`config.mk`:
```
export PLATFORM = sky130hd
export DESIGN_NAME = register_file
export DESIGN_NICKNAME = d
export VERILOG_FILES = /design/src/rtl/register_file.sv
export SDC_FILE = /design/constraint.sdc
export NUM_CORES = 2
export LEC_CHECK = 0
export ABC_AREA = 1
export BUFFER_PORTS_ARGS = -buffer_cell sky130_fd_sc_hd__clkbuf_2
export CAP_MARGIN = 5
export CORE_MARGIN = 8
export CORE_UTILIZATION = 25
export DETAILED_ROUTE_END_ITERATION = 12
export HOLD_SLACK_MARGIN = 0.1
export SLEW_MARGIN = 20
export SYNTH_ARGS = -nofsm -noshare
export SYNTH_HDL_FRONTEND = slang
export SYNTH_SLANG_ARGS = --single-unit
```
`constraint.sdc`:
```
create_clock -name clk -period 1.95 [get_ports clk]
set_input_delay 0.195 -clock clk [delete_from_list [all_inputs] [get_ports clk]]
set_output_delay 0.195 -clock clk [all_outputs]
set_load 0.02 [all_outputs]
```
`src/rtl/register_file.sv`:
```
// Architectural register file with per-register rename tags for an out-of-order core.
// Optional macro REG_COMMIT_BYPASS_EN forwards a same-cycle ROB commit onto the read ports.
module register_file #(
  parameter int REG_NUM  = 32,
  parameter int DATA_W   = 32,
  parameter int ROB_ID_W = 5
) (
  input  logic                clk,
  input  logic                rst,
  input  logic                rdy,
  input  logic [4:0]          rs1_from_dsp,
  input  logic [4:0]          rs2_from_dsp,
  output logic [DATA_W-1:0]   V1_to_dsp,
  output logic [DATA_W-1:0]   V2_to_dsp,
  output logic [ROB_ID_W-1:0] Q1_to_dsp,
  output logic [ROB_ID_W-1:0] Q2_to_dsp,
  input  logic                ena_from_dsp,
  input  logic [4:0]          rd_from_dsp,
  input  logic [ROB_ID_W-1:0] rob_id_from_dsp,
  input  logic                commit_flag,
  input  logic [4:0]          rd_from_rob,
  input  logic [ROB_ID_W-1:0] Q_from_rob,
  input  logic [DATA_W-1:0]   V_from_rob,
  input  logic                flush_from_rob
);

  logic [DATA_W-1:0]   value_q [REG_NUM];
  logic [DATA_W-1:0]   value_d [REG_NUM];
  logic [ROB_ID_W-1:0] tag_q   [REG_NUM];
  logic [ROB_ID_W-1:0] tag_d   [REG_NUM];

  // The commit clear is evaluated first so that a same-cycle rename to the
  // same register overwrites it; a flush discards all renames but keeps the
  // commit value write (jal/jalr link register).
  always_comb begin
    value_d = value_q;
    tag_d   = tag_q;
    if (rdy) begin
      if (commit_flag && rd_from_rob != 5'd0) begin
        value_d[rd_from_rob] = V_from_rob;
        if (tag_q[rd_from_rob] == Q_from_rob) begin
          tag_d[rd_from_rob] = '0;
        end
      end
      if (flush_from_rob) begin
        for (int i = 0; i < REG_NUM; i++) begin
          tag_d[i] = '0;
        end
      end else if (ena_from_dsp && rd_from_dsp != 5'd0) begin
        tag_d[rd_from_dsp] = rob_id_from_dsp;
      end
    end
    value_d[0] = '0;
    tag_d[0]   = '0;
  end

  always_ff @(posedge clk) begin
    if (rst) begin
      for (int i = 0; i < REG_NUM; i++) begin
        value_q[i] <= '0;
        tag_q[i]   <= '0;
      end
    end else begin
      value_q <= value_d;
      tag_q   <= tag_d;
    end
  end

  always_comb begin
    V1_to_dsp = '0;
    Q1_to_dsp = '0;
    if (rs1_from_dsp != 5'd0) begin
      V1_to_dsp = value_q[rs1_from_dsp];
      Q1_to_dsp = tag_q[rs1_from_dsp];
`ifdef REG_COMMIT_BYPASS_EN
      if (rdy && commit_flag && rd_from_rob == rs1_from_dsp &&
          tag_q[rs1_from_dsp] == Q_from_rob) begin
        V1_to_dsp = V_from_rob;
        Q1_to_dsp = '0;
      end
`endif
    end
  end

  always_comb begin
    V2_to_dsp = '0;
    Q2_to_dsp = '0;
    if (rs2_from_dsp != 5'd0) begin
      V2_to_dsp = value_q[rs2_from_dsp];
      Q2_to_dsp = tag_q[rs2_from_dsp];
`ifdef REG_COMMIT_BYPASS_EN
      if (rdy && commit_flag && rd_from_rob == rs2_from_dsp &&
          tag_q[rs2_from_dsp] == Q_from_rob) begin
        V2_to_dsp = V_from_rob;
        Q2_to_dsp = '0;
      end
`endif
    end
  end

endmodule

```
==> results.md <==
* RSZ-0062 raised after global routing: yes
* Fin util at 0.341
* Switching power at 18.1 mW
* Pin count of the biggest net entering global routing at 86
* Num CTS Buffers at ~140
* Final ANT Viol Nets at 0
* Synth warn at 0
* Cell row count at 187
* CTS tree: yes
* Synth top area share at 0.352
* Area occupied by multi-input gates at slightly below 40000 um2
* Final Setup Violations at 229
* Slowest-stage cell, CP: dfxtp_1
* Fill count at 27549
* Main synth FF type: dfxtp_1
* I/O Buffers at roughly 140
* Asr flop ratio synth at 0
* CP max stage delay at 410 ps
* CORE AREA at roughly 260000 um2
* # DRC at 0
* Status: finished with violations
* Layout Nets at 11146
* Power share of the clock group at 0.444
* Initial antenna violation count at 21
* Max-cap violations at 0
* Skew final at about 17 ps
* Library cells used by synthesis at between 50 and 60
* First-pass DRT Iterations at 6
* Ports at roughly 140
* Crit Path Max Fanout at 3
* Initial core utilization at 0.251
* Post-synth EDFFs at 0
* Worst-Margin Slew at around 1100 ps
* DR WL/cell at between 20 and 25 um
* Register area share after synthesis at 0.352
* Syn_nets at roughly 11000
* Power Dens Cells at just under 700 nW/um2
* HP Class: primary input to register
* Top post-synthesis cells by area: dfxtp_1 (35%), nand2_1 (20%), a21oi_1 (9.2%)
* Crit path kind: register to output pin
* GR Overflow Total at 0
* Crit-path cells: inv_1 > o211ai_1 > nand3_4 > a31o_4 > a221oi_4 > clkbuf_8
* Placer Congestion at 1.01
* First-pass GRT wire length at 506000 um
* Chip Height at approximately 530 um
* Final min period at 2760 ps
* CTS Sinks at approximately 1100
* Gr usage total at 0.241
* Worst setup SP type: register
* Synthesis-to-finish area growth at 35.8%
* Leak at approximately 32 nW
* Detailed placement HPWL at approximately 250000 um
* DR iter-0 viols at 10956
* Upper clock frequency limit at around 0.36 GHz
* Post-layout power at approximately 60 mW
* Seq pwr share at 0.391
* Area leader, netlist: dfxtp_1
* Clock latency on the worst-skew pair at 820 ps
* Final setup margin at -810 ps
* Number of H-tree levels at 4
* Arr. time, crit path at between 2000 and 3000 ps
* #FFs+latches synth at 1147
* GR met2 Demand/Resource at 0.368
* Share of layout cells above drive strength 1 at 0.228
* Post-Synthesis Cell Area at about 65000 um2
* Max Buffers Root-to-Sink at 3
* Failing checks: negative setup slack
* Chip Width at 527 um
* Die footprint at about 280000 um2
* DR vias/cell at between 5 and 6
* Tcrit/Tclk final at 1.42
* Final hold viol count at 0
* Reg clk slew, reported paths at ~60 ps
* Met1 usage at 0.309
* Routed vias at 79132
* Top Usage Layer GRT: met2
* Comb pwr share at 0.165
* Max_slew headroom at 0.286
* Reg area at ~23000 um2
* Avg Cell Area, Syn at roughly 6.2 um2
* Clock root buffer: clkbuf_16
* Vias in the first global route at roughly 70000
* GR Util met3 at 0.0436
* Crit path required time at about 1800 ps
* Internal Power at 42.3 mW
* Max IR drop VDD at approximately 0.8 mV
* Crit. End Element: output pin
* Routed WL at 358000 um
* Post-Synthesis Cells at 10464
* Slew Limit Fails at 0
* Sw Ratio at 0.300
## cell usage in the layout, fill, tap and decap left out, drive strengths merged, types with 35 or more instances in the layout
cell type | netlist | routed
a21oi | 1205 | 1205
o21ai | 975 | 975
o211ai | 184 | 184
a211oi | 341 | 341
buf | 240 | 1287
nor2 | 1008 | 1008
a31oi | 35 | 35
dlygate4sd3 | 0 | 39
o22ai | 72 | 72
dfxtp | 1147 | 1147
clkbuf | 703 | 284
nand2 | 3394 | 3394
nand3 | 303 | 303
nor3 | 88 | 88
inv | 519 | 531
## sequential cells by signal, indices dropped and copies added, names as in the netlist
signal	cells
value_q	992
tag_q	155
## critical path, delay by kind of cell (launching register included)
family / cells / cell delay (ps)
DFF: 1 / 410
AOI/OAI and AO/OA: 3 / 830
buffers and inverters: 2 / 350
and+or+nand+nor: 1 / 160
## what timing repair did
item	4_1_cts	5_1_grt
endpoints found under the setup margin	229	232
pin swaps	317	364
endpoints found under the hold margin	1022	0
hold buffers	39	0
gates cloned	5	4
buffers inserted	45	39
resized for setup	875	537
## layout make-up
type / instances / share of cell area
clock buffer: 194 / 0.0445
timing repair inverter: 1 / 0.000127
sequential: 1147 / 0.263
multi-input combinational: 7846 / 0.448
clock inverter: 43 / 0.00654
antenna: 10 / 0.000282
inverter: 528 / 0.0230
tap: 3402 / 0.0480
timing repair buffer: 1416 / 0.166
## power groups by stage
| stage | Clock, mW | Sequential, mW | Combinational [mW] |
|---|---|---|---|
| 6_report | 26.8 | 23.6 | 9.99 |
| 3_5_place_dp | 0 | 24.1 | 8.61 |
| 4_1_cts | 27.0 | 23.6 | 9.44 |
| 2_1_floorplan | 0 | 24.1 | 3.97 |
| 3_3_place_gp | 0 | 24.1 | 8.61 |
| 5_1_grt | 27.8 | 23.6 | 10.2 |
## kinds of logic (layout without fill, tap and decap cells)
kind of cell / Yosys count / after routing / share of synthesized area
AOI/OAI and AO/OA: 3006 / 3006 / 0.264
buffers and inverters: 1471 / 2182 / 0.0886
DFF: 1147 / 1147 / 0.352
muxes: 6 / 6 / 0.000920
other: 0 / 10 / 0
and+or+nand+nor: 4834 / 4834 / 0.295
## synth_stat cells (23+ instances only)
cell type  number
a211oi_1      341
a21oi_1      1205
a221oi_1       24
a311oi_1       24
a31oi_1        35
a32oi_1        27
buf_1          99
buf_2         127
clkbuf_1      703
dfxtp_1      1147
inv_1         488
inv_2          30
nand2_1      3391
nand3_1       272
nand3_4        31
nand4_1        28
nor2_1       1001
nor3_1         80
o211ai_1      184
o21ai_0       973
o221ai_1       23
o22ai_1        72
## metrics by stage
| stage | std cells | setup slack (ps) | hold slack (ps) | cell area (um2) | setup TNS (ps) |
|---|---|---|---|---|---|
| floorplan | 10464 | -46.3 | 371 | 66000 | -5080 |
| global placement | 14234 | -736 | 454 | 79300 | -525730 |
| detailed placement | 14234 | -725 | 456 | 79300 | -577070 |
| CTS | 14542 | -905 | 100 | 87000 | -74830 |
| global route | 14582 | -859 | 135 | 88600 | -114460 |
| finish | 14587 | -810 | 162 | 88600 | -92000 |
## worst paths after layout
| path | start | to | slack [ps] | depth (start not counted) |
|---|---|---|---|---|
| min reg2reg | tag_q[68] | tag_q[68] | 460 | 2 |
| max | tag_q[35] | Q2_to_dsp[0] | -810 | 6 |
| min | rd_from_dsp[0] | tag_q[25] | 160 | 8 |
| max reg2reg | tag_q[94] | tag_q[51] | -420 | 20 |
## per-layer routing
metal	vias to the layer above	share of wire	wire length, um
met5	-	0.000095	34
met4	4	0.086	30900
met3	1175	0.10	37000
met2	4899	0.42	151000
met1	36970	0.39	138000
li1	36084	-	-
Note: power is estimated with default switching activity, not from simulation.
